### config.mk
export PLATFORM = sky130hd
export DESIGN_NAME = id_ex_stage
export DESIGN_NICKNAME = d
export VERILOG_FILES = /design/src/rtl/core_pkg.sv /design/src/rtl/alu_ctrl_decode.sv /design/src/rtl/id_ex_stage.sv
export SDC_FILE = /design/constraint.sdc
export NUM_CORES = 1
export LEC_CHECK = 0
export CAP_MARGIN = 10
export CORE_MARGIN = 1
export CORE_UTILIZATION = 30
export DETAILED_ROUTE_END_ITERATION = 6
export PLACE_DENSITY = 0.58
export RECOVER_POWER = 50
export SLEW_MARGIN = 20
export SYNTH_ARGS = -nofsm -noshare
export SYNTH_HDL_FRONTEND = slang
export SYNTH_SLANG_ARGS = --single-unit
### constraint.sdc
create_clock -name clk -period 4 [get_ports clk]
set_input_delay 0.6 -clock clk [delete_from_list [all_inputs] [get_ports clk]]
set_output_delay 0.6 -clock clk [all_outputs]
set_load 0.02 [all_outputs]
### src/rtl/core_pkg.sv
// Shared RV32I core definitions: ALU control codes, major opcodes and the
// decoded-control record passed from the decoder into the ID/EX register.
package core_pkg;

  // ALU control codes consumed by the ALU ctrl input.
  localparam logic [3:0] ALU_ADD  = 4'b0000;
  localparam logic [3:0] ALU_SUB  = 4'b0001;
  localparam logic [3:0] ALU_SLL  = 4'b0010;
  localparam logic [3:0] ALU_XOR  = 4'b0011;
  localparam logic [3:0] ALU_SRL  = 4'b0100;
  localparam logic [3:0] ALU_SRA  = 4'b0101;
  localparam logic [3:0] ALU_OR   = 4'b0110;
  localparam logic [3:0] ALU_AND  = 4'b0111;
  localparam logic [3:0] ALU_BLT  = 4'b1000;
  localparam logic [3:0] ALU_BGE  = 4'b1001;
  localparam logic [3:0] ALU_BLTU = 4'b1010;
  localparam logic [3:0] ALU_BGEU = 4'b1011;
  localparam logic [3:0] ALU_BEQ  = 4'b1100;
  localparam logic [3:0] ALU_BNE  = 4'b1101;

  // Major opcodes (instr[6:0]) handled by this core.
  localparam logic [6:0] OP_R      = 7'b0110011;
  localparam logic [6:0] OP_I      = 7'b0010011;
  localparam logic [6:0] OP_LOAD   = 7'b0000011;
  localparam logic [6:0] OP_STORE  = 7'b0100011;
  localparam logic [6:0] OP_BRANCH = 7'b1100011;
  localparam logic [6:0] OP_LUI    = 7'b0110111;
  localparam logic [6:0] OP_AUIPC  = 7'b0010111;

  // Source of ALU operand 0.
  typedef enum logic [1:0] {
    SRC0_RS1  = 2'd0,
    SRC0_ZERO = 2'd1,
    SRC0_PC   = 2'd2
  } src0_e;

  // Source of ALU operand 1.
  typedef enum logic {
    SRC1_RS2 = 1'b0,
    SRC1_IMM = 1'b1
  } src1_e;

  // Everything the EX stage needs to know about an instruction's class.
  typedef struct packed {
    logic [3:0] ctrl;
    src0_e      src0;
    src1_e      src1;
    logic       regwrite;
    logic       memread;
    logic       memwrite;
    logic       is_branch;
    logic       illegal;
    logic       uses_rs2;
  } dec_t;

  // Arithmetic/logic funct3 mapping shared by R and I-ALU formats.
  // Returns {legal, ctrl}. alt is instr[30]; sub_ok is 0 for I-ALU, where
  // funct3 000 is always ADD (ADDI has no subtract form).
  function automatic logic [4:0] alu_op(input logic [2:0] f3,
                                        input logic       alt,
                                        input logic       sub_ok);
    logic [4:0] r;
    case (f3)
      3'b000:  r = {1'b1, (sub_ok && alt) ? ALU_SUB : ALU_ADD};
      3'b001:  r = {1'b1, ALU_SLL};
      3'b100:  r = {1'b1, ALU_XOR};
      3'b101:  r = {1'b1, alt ? ALU_SRA : ALU_SRL};
      3'b110:  r = {1'b1, ALU_OR};
      3'b111:  r = {1'b1, ALU_AND};
      default: r = {1'b0, ALU_ADD};
    endcase
    return r;
  endfunction

endpackage

### src/rtl/alu_ctrl_decode.sv
// Combinational instruction classifier: maps a raw RV32I instruction to the
// ALU control code, operand selects, side-effect bits and an illegal flag.
module alu_ctrl_decode
  import core_pkg::*;
(
  input  logic [31:0] instr,
  output dec_t        dec
);

  logic [6:0] opcode;
  logic [2:0] f3;
  logic       alt;
  logic [4:0] arith;
  logic       unused_bits;

  assign opcode = instr[6:0];
  assign f3     = instr[14:12];
  assign alt    = instr[30];
  assign arith  = alu_op(f3, alt, opcode == OP_R);

  // Register fields and most immediate bits are consumed elsewhere.
  assign unused_bits = ^{instr[31], instr[29:15], instr[11:7]};

  // Classify by opcode, then squash all side effects of illegal encodings.
  always_comb begin
    dec           = '0;
    dec.ctrl      = ALU_ADD;
    dec.src0      = SRC0_RS1;
    dec.src1      = SRC1_RS2;
    case (opcode)
      OP_R: begin
        dec.ctrl     = arith[3:0];
        dec.illegal  = !arith[4];
        dec.regwrite = 1'b1;
        dec.uses_rs2 = 1'b1;
      end
      OP_I: begin
        dec.ctrl     = arith[3:0];
        dec.illegal  = !arith[4];
        dec.regwrite = 1'b1;
        dec.src1     = SRC1_IMM;
      end
      OP_LOAD: begin
        dec.src1     = SRC1_IMM;
        dec.regwrite = 1'b1;
        dec.memread  = 1'b1;
      end
      OP_STORE: begin
        dec.src1     = SRC1_IMM;
        dec.memwrite = 1'b1;
        dec.uses_rs2 = 1'b1;
      end
      OP_BRANCH: begin
        dec.is_branch = 1'b1;
        dec.uses_rs2  = 1'b1;
        case (f3)
          3'b000:  dec.ctrl = ALU_BEQ;
          3'b001:  dec.ctrl = ALU_BNE;
          3'b100:  dec.ctrl = ALU_BLT;
          3'b101:  dec.ctrl = ALU_BGE;
          3'b110:  dec.ctrl = ALU_BLTU;
          3'b111:  dec.ctrl = ALU_BGEU;
          default: dec.illegal = 1'b1;
        endcase
      end
      OP_LUI: begin
        dec.src0     = SRC0_ZERO;
        dec.src1     = SRC1_IMM;
        dec.regwrite = 1'b1;
      end
      OP_AUIPC: begin
        dec.src0     = SRC0_PC;
        dec.src1     = SRC1_IMM;
        dec.regwrite = 1'b1;
      end
      default: dec.illegal = 1'b1;
    endcase
    if (dec.illegal) begin
      dec.ctrl      = ALU_ADD;
      dec.regwrite  = 1'b0;
      dec.memread   = 1'b0;
      dec.memwrite  = 1'b0;
      dec.is_branch = 1'b0;
    end
  end

endmodule

### src/rtl/id_ex_stage.sv
// ID/EX pipeline stage: registers one decoded instruction per cycle, drives
// the ALU operands with EX/MEM and MEM/WB forwarding, and stalls ID for one
// cycle on a load-use hazard by inserting a bubble.
//
// Handshake: an instruction moves from ID into EX on a rising edge exactly
// when id_valid && id_ready && !flush. id_ready depends only on the current
// EX slot and the presented instruction, never on id_valid or flush.
module id_ex_stage
  import core_pkg::*;
(
  input  logic        clk,
  input  logic        rst_n,
  input  logic        id_valid,
  output logic        id_ready,
  input  logic [31:0] id_instr,
  input  logic [31:0] id_pc,
  input  logic [31:0] id_rs1_data,
  input  logic [31:0] id_rs2_data,
  input  logic [31:0] id_imm,
  input  logic        flush,
  input  logic [4:0]  exmem_rd,
  input  logic        exmem_regwrite,
  input  logic [31:0] exmem_result,
  input  logic [4:0]  memwb_rd,
  input  logic        memwb_regwrite,
  input  logic [31:0] memwb_result,
  output logic        ex_valid,
  output logic [3:0]  ex_ctrl,
  output logic [31:0] ex_data0,
  output logic [31:0] ex_data1,
  output logic [31:0] ex_store_data,
  output logic [31:0] ex_branch_target,
  output logic [31:0] ex_pc,
  output logic [4:0]  ex_rd,
  output logic [2:0]  ex_funct3,
  output logic        ex_regwrite,
  output logic        ex_memread,
  output logic        ex_memwrite,
  output logic        ex_is_branch,
  output logic        ex_illegal
);

  dec_t        id_dec;
  logic [4:0]  id_rs1;
  logic [4:0]  id_rs2;
  logic        load_use;
  logic        capture;

  // EX-slot state not visible directly on the ports.
  logic [31:0] ex_imm;
  logic [4:0]  ex_rs1;
  logic [4:0]  ex_rs2;
  logic [31:0] ex_rs1_data;
  logic [31:0] ex_rs2_data;
  src0_e       ex_src0;
  src1_e       ex_src1;

  logic [31:0] fwd_rs1;
  logic [31:0] fwd_rs2;

  alu_ctrl_decode u_dec (
    .instr (id_instr),
    .dec   (id_dec)
  );

  assign id_rs1 = id_instr[19:15];
  assign id_rs2 = id_instr[24:20];

  // A load in EX whose destination feeds the ID instruction cannot forward
  // in time; hold ID for one cycle. The bubble clears ex_memread, so the
  // stall never lasts longer than that.
  assign load_use = ex_valid && ex_memread && (ex_rd != 5'd0) &&
                    ((ex_rd == id_rs1) || (id_dec.uses_rs2 && (ex_rd == id_rs2)));
  assign id_ready = !load_use;
  assign capture  = id_valid && !load_use && !flush;

  // Pipeline register: capture the ID instruction or load a bubble.
  always_ff @(posedge clk) begin
    if (!rst_n || !capture) begin
      ex_valid     <= 1'b0;
      ex_ctrl      <= 4'b0000;
      ex_pc        <= 32'd0;
      ex_rd        <= 5'd0;
      ex_funct3    <= 3'd0;
      ex_regwrite  <= 1'b0;
      ex_memread   <= 1'b0;
      ex_memwrite  <= 1'b0;
      ex_is_branch <= 1'b0;
      ex_illegal   <= 1'b0;
      ex_imm       <= 32'd0;
      ex_rs1       <= 5'd0;
      ex_rs2       <= 5'd0;
      ex_rs1_data  <= 32'd0;
      ex_rs2_data  <= 32'd0;
      ex_src0      <= SRC0_RS1;
      ex_src1      <= SRC1_RS2;
    end else begin
      ex_valid     <= 1'b1;
      ex_ctrl      <= id_dec.ctrl;
      ex_pc        <= id_pc;
      ex_rd        <= id_instr[11:7];
      ex_funct3    <= id_instr[14:12];
      ex_regwrite  <= id_dec.regwrite;
      ex_memread   <= id_dec.memread;
      ex_memwrite  <= id_dec.memwrite;
      ex_is_branch <= id_dec.is_branch;
      ex_illegal   <= id_dec.illegal;
      ex_imm       <= id_imm;
      ex_rs1       <= id_rs1;
      ex_rs2       <= id_rs2;
      ex_rs1_data  <= id_rs1_data;
      ex_rs2_data  <= id_rs2_data;
      ex_src0      <= id_dec.src0;
      ex_src1      <= id_dec.src1;
    end
  end

  // Forwarding: newest producer (EX/MEM) wins over MEM/WB; x0 never forwards.
  always_comb begin
    fwd_rs1 = ex_rs1_data;
    if (exmem_regwrite && (exmem_rd == ex_rs1) && (ex_rs1 != 5'd0))
      fwd_rs1 = exmem_result;
    else if (memwb_regwrite && (memwb_rd == ex_rs1) && (ex_rs1 != 5'd0))
      fwd_rs1 = memwb_result;
    fwd_rs2 = ex_rs2_data;
    if (exmem_regwrite && (exmem_rd == ex_rs2) && (ex_rs2 != 5'd0))
      fwd_rs2 = exmem_result;
    else if (memwb_regwrite && (memwb_rd == ex_rs2) && (ex_rs2 != 5'd0))
      fwd_rs2 = memwb_result;
  end

  // ALU operand selection from the forwarded register values.
  always_comb begin
    case (ex_src0)
      SRC0_ZERO: ex_data0 = 32'd0;
      SRC0_PC:   ex_data0 = ex_pc;
      default:   ex_data0 = fwd_rs1;
    endcase
    ex_data1 = (ex_src1 == SRC1_IMM) ? ex_imm : fwd_rs2;
  end

  assign ex_store_data    = fwd_rs2;
  assign ex_branch_target = ex_pc + ex_imm;

endmodule
==> results.txt <==
skew final - 15.6 ps
wire length per cell - 19.4 um
Worst Hold Class - in -> reg
layout cells sized above 1 - 8.59%
max-cap violations - 0
Clock Sinks - 159
met1 wire length - 13900 um
Syn Area/Cell - 9.18 um^2
RSZ-0062 raised after global routing - yes
RePlAce Congestion - 0.846
Rel. slew slack - 15.3%
dpl cells - 1693
Detail Route Antenna Nets - 0
Hold Path Origin - id_instr[9]
Hold Path Sink - ex_rd[2]$_SDFF_PP0_
fin crit share - 96.0%
initial antenna violation count - 3
Final min period - 3840 ps
Layout Nets - 1610
CTS tree - yes
sequential area share after synthesis - 37.0%
crit path max-delay cell type - dlygate4sd2_1
GRT Util Overall - 22.4%
pre-CTS setup slack - 105 ps
pin count of the biggest net entering global routing - 81
FP Rows - 61
WL met2 - 16500 um
final std cells w/o fill - 1731
Final Hold Vio Count - 0
CP endpoint kind - output pin
most frequent cells in the layout - clkdlybuf4s50_1, dfxtp_1, and2_1
Synthesized Nets - 1211
cts hold-fix bufs - 0
drt total wl - 33600 um
Initial Utilization - 30.7%
Worst EP arrival - 3240 ps
setup ws final - 161 ps
TritonCTS buffer count - 17
first-pass detailed-route iteration total - 5
die height - 171 um
DR vias - 8190
r2r setup slk - 930 ps
critical path fanouts, max - 5
Yosys cell types - 66
remaining routing DRC violations - 0
Async S/R FF share, synth - 0%
Critical R2R Capture - ex_pc[3]$_SDFF_PP0_
CP required - 3400 ps
Netlist Area Pre-Place - 8610 um^2
clk slew on worst S/H paths - 80 ps
critical-path cell list - ha_1 -> a21o_2 -> a31o_2 -> o211ai_1 -> a2111oi_4 -> buf_4 -> nor4_2 -> o31ai_1 -> xor2_1 -> dlygate4sd2_1
Fmax - 0.260 GHz
Die Area - 29400 um^2
crit start category - register
clock tree buffer depth - 2
Worst Hold Path Cells - 2
worst skew pair latency - 430 ps
grt total ovfl - 0
DRT iter0 DRCs - 295
post-DP HPWL - 26000 um
Most used DFF post-synth - dfxtp_1
Root Driver - clkbuf_16
area grow syn2layout - 60.3%
CP peak stage delay - 400 ps
PortBufs - 412
Worst-Margin Slew - 1270 ps
I/O pins - 419
via/cell ratio - 4.73
r2r startpoint - ex_rd[0]$_SDFF_PP0_
highest routed metal layer - met4
VDD IR-drop max - 0.240 mV
pwr dens - 298 nW/um^2
number of synthesized flops with an enable pin - 0
first-pass GRT wire length - 48800 um
YS warnings - 0
vias in the first global route - 8343
commonest non-fill, non-tap cell in the layout - clkdlybuf4s50_1
CORE AREA - 28000 um^2
max-slew violations - 0
H-tree Lvls - 4
Setup CP Type - reg -> out
Gate Count Post-Synth - 938
WL met3 - 2460 um
die width - 171 um
flops & latches, synth - 159
# setup viols final - 0
run status - finished, final reports clean
Pleak - 5.52 nW
r2r worst-path depth - 6
[sequential cells by signal, indices dropped and copies added, names as in the netlist, 2 cells and up]
| signal | cells |
|---|---|
| ex_rs1_data | 32 |
| ex_src0 | 2 |
| ex_rs2_data | 32 |
| ex_pc | 32 |
| ex_rs1 | 5 |
| ex_ctrl | 4 |
| ex_imm | 32 |
| ex_rs2 | 5 |
| ex_rd | 5 |
| ex_funct3 | 3 |
[what timing repair did]
action / CTS / global route
setup buffers: 0 / 3
resized for setup: 20 / 19
setup endpoints to repair: 14 / 15
pin swaps: 2 / 3
[per-stage QoR]
stage / area [um^2] / utilization (%) / setup TNS (ps) / total power [mW] / hold slack [ps]
finish: 13800 / 49.3 / 0 / 4.11 / 717
global route: 13800 / 49.3 / -8.87 / 4.25 / 713
CTS: 13800 / 49.2 / -21.0 / 4.16 / 701
detailed placement: 13100 / 46.9 / 0 / 2.35 / 1040
global placement: 13100 / 46.9 / 0 / 2.35 / 1060
floorplan: 8610 / - / 0 / 1.94 / 672
[kinds of logic (layout without fill, tap and decap cells)]
group	count (synthesis)	count (layout)	share of synthesized area (%)
simple gates	328	328	21.5
compound gates	197	197	14.8
flops	159	159	37.0
mux	96	96	11.6
buf+inv	64	476	4.03
xor+xnor	61	61	6.21
fa+ha+maj	33	33	4.88
other cells	0	3	0
[critical path, delay by kind of cell (launching register included)]
| family | cells | cell delay [ps] |
|---|---|---|
| compound gates | 5 | 1080 |
| simple gates | 1 | 310 |
| buf+inv | 2 | 580 |
| flops | 1 | 330 |
| xor+xnor | 1 | 140 |
| fa+ha+maj | 1 | 360 |
[worst max-delay path by stage]
stage                               startpoint                   end
final                      ex_pc[4]$_SDFF_PP0_  ex_branch_target[29]
after global routing       ex_pc[0]$_SDFF_PP0_  ex_branch_target[30]
after CTS                  ex_pc[0]$_SDFF_PP0_  ex_branch_target[26]
after detailed placement   ex_pc[4]$_SDFF_PP0_  ex_branch_target[31]
after global placement     ex_pc[0]$_SDFF_PP0_  ex_branch_target[26]
after floorplan           ex_pc[11]$_SDFF_PP0_  ex_branch_target[25]
[routing by layer]
layer / track usage, % / vias up
met5: 0 / -
met3: 6.37 / 36
met2: 39.4 / 289
met1: 26.1 / 3796
li1: - / 4069
met4: 7.22 / 0
[cell usage after synthesis, types with 12 or more instances]
cell      count  area [um^2]
dfxtp_1     159         3180
and2_1      146          913
nand2_1     100          375
mux2i_1      64          641
o21ai_0      52          260
a21oi_1      36          180
o21ai_1      34          170
xnor2_1      34          298
ha_1         32          400
a22o_1       31          272
clkbuf_1     31          116
mux2_2       29          327
xor2_1       27          236
nor2_1       22         82.6
nand4_1      12         75.1
[power by group]
part / leakage, nW / internal (mW) / switching [mW]
logic: 3.92 / 0.381 / 0.271
clock network: 0.314 / 1.03 / 0.779
registers: 1.29 / 1.62 / 0.0258
total: 5.52 / 3.03 / 1.08
[final cells by class]
cell class / instances / area, um^2
Antenna cell: 3 / 7.51
Sequential cell: 159 / 3180
Timing Repair Buffer: 436 / 4360
Multi-Input combinational cell: 715 / 5110
Clock inverter: 14 / 196
Inverter: 8 / 30.0
Clock buffer: 18 / 439
Fill cell: 2736 / 14200
Tap cell: 378 / 473
No activity file was read; power rests on OpenSTA's default activity.
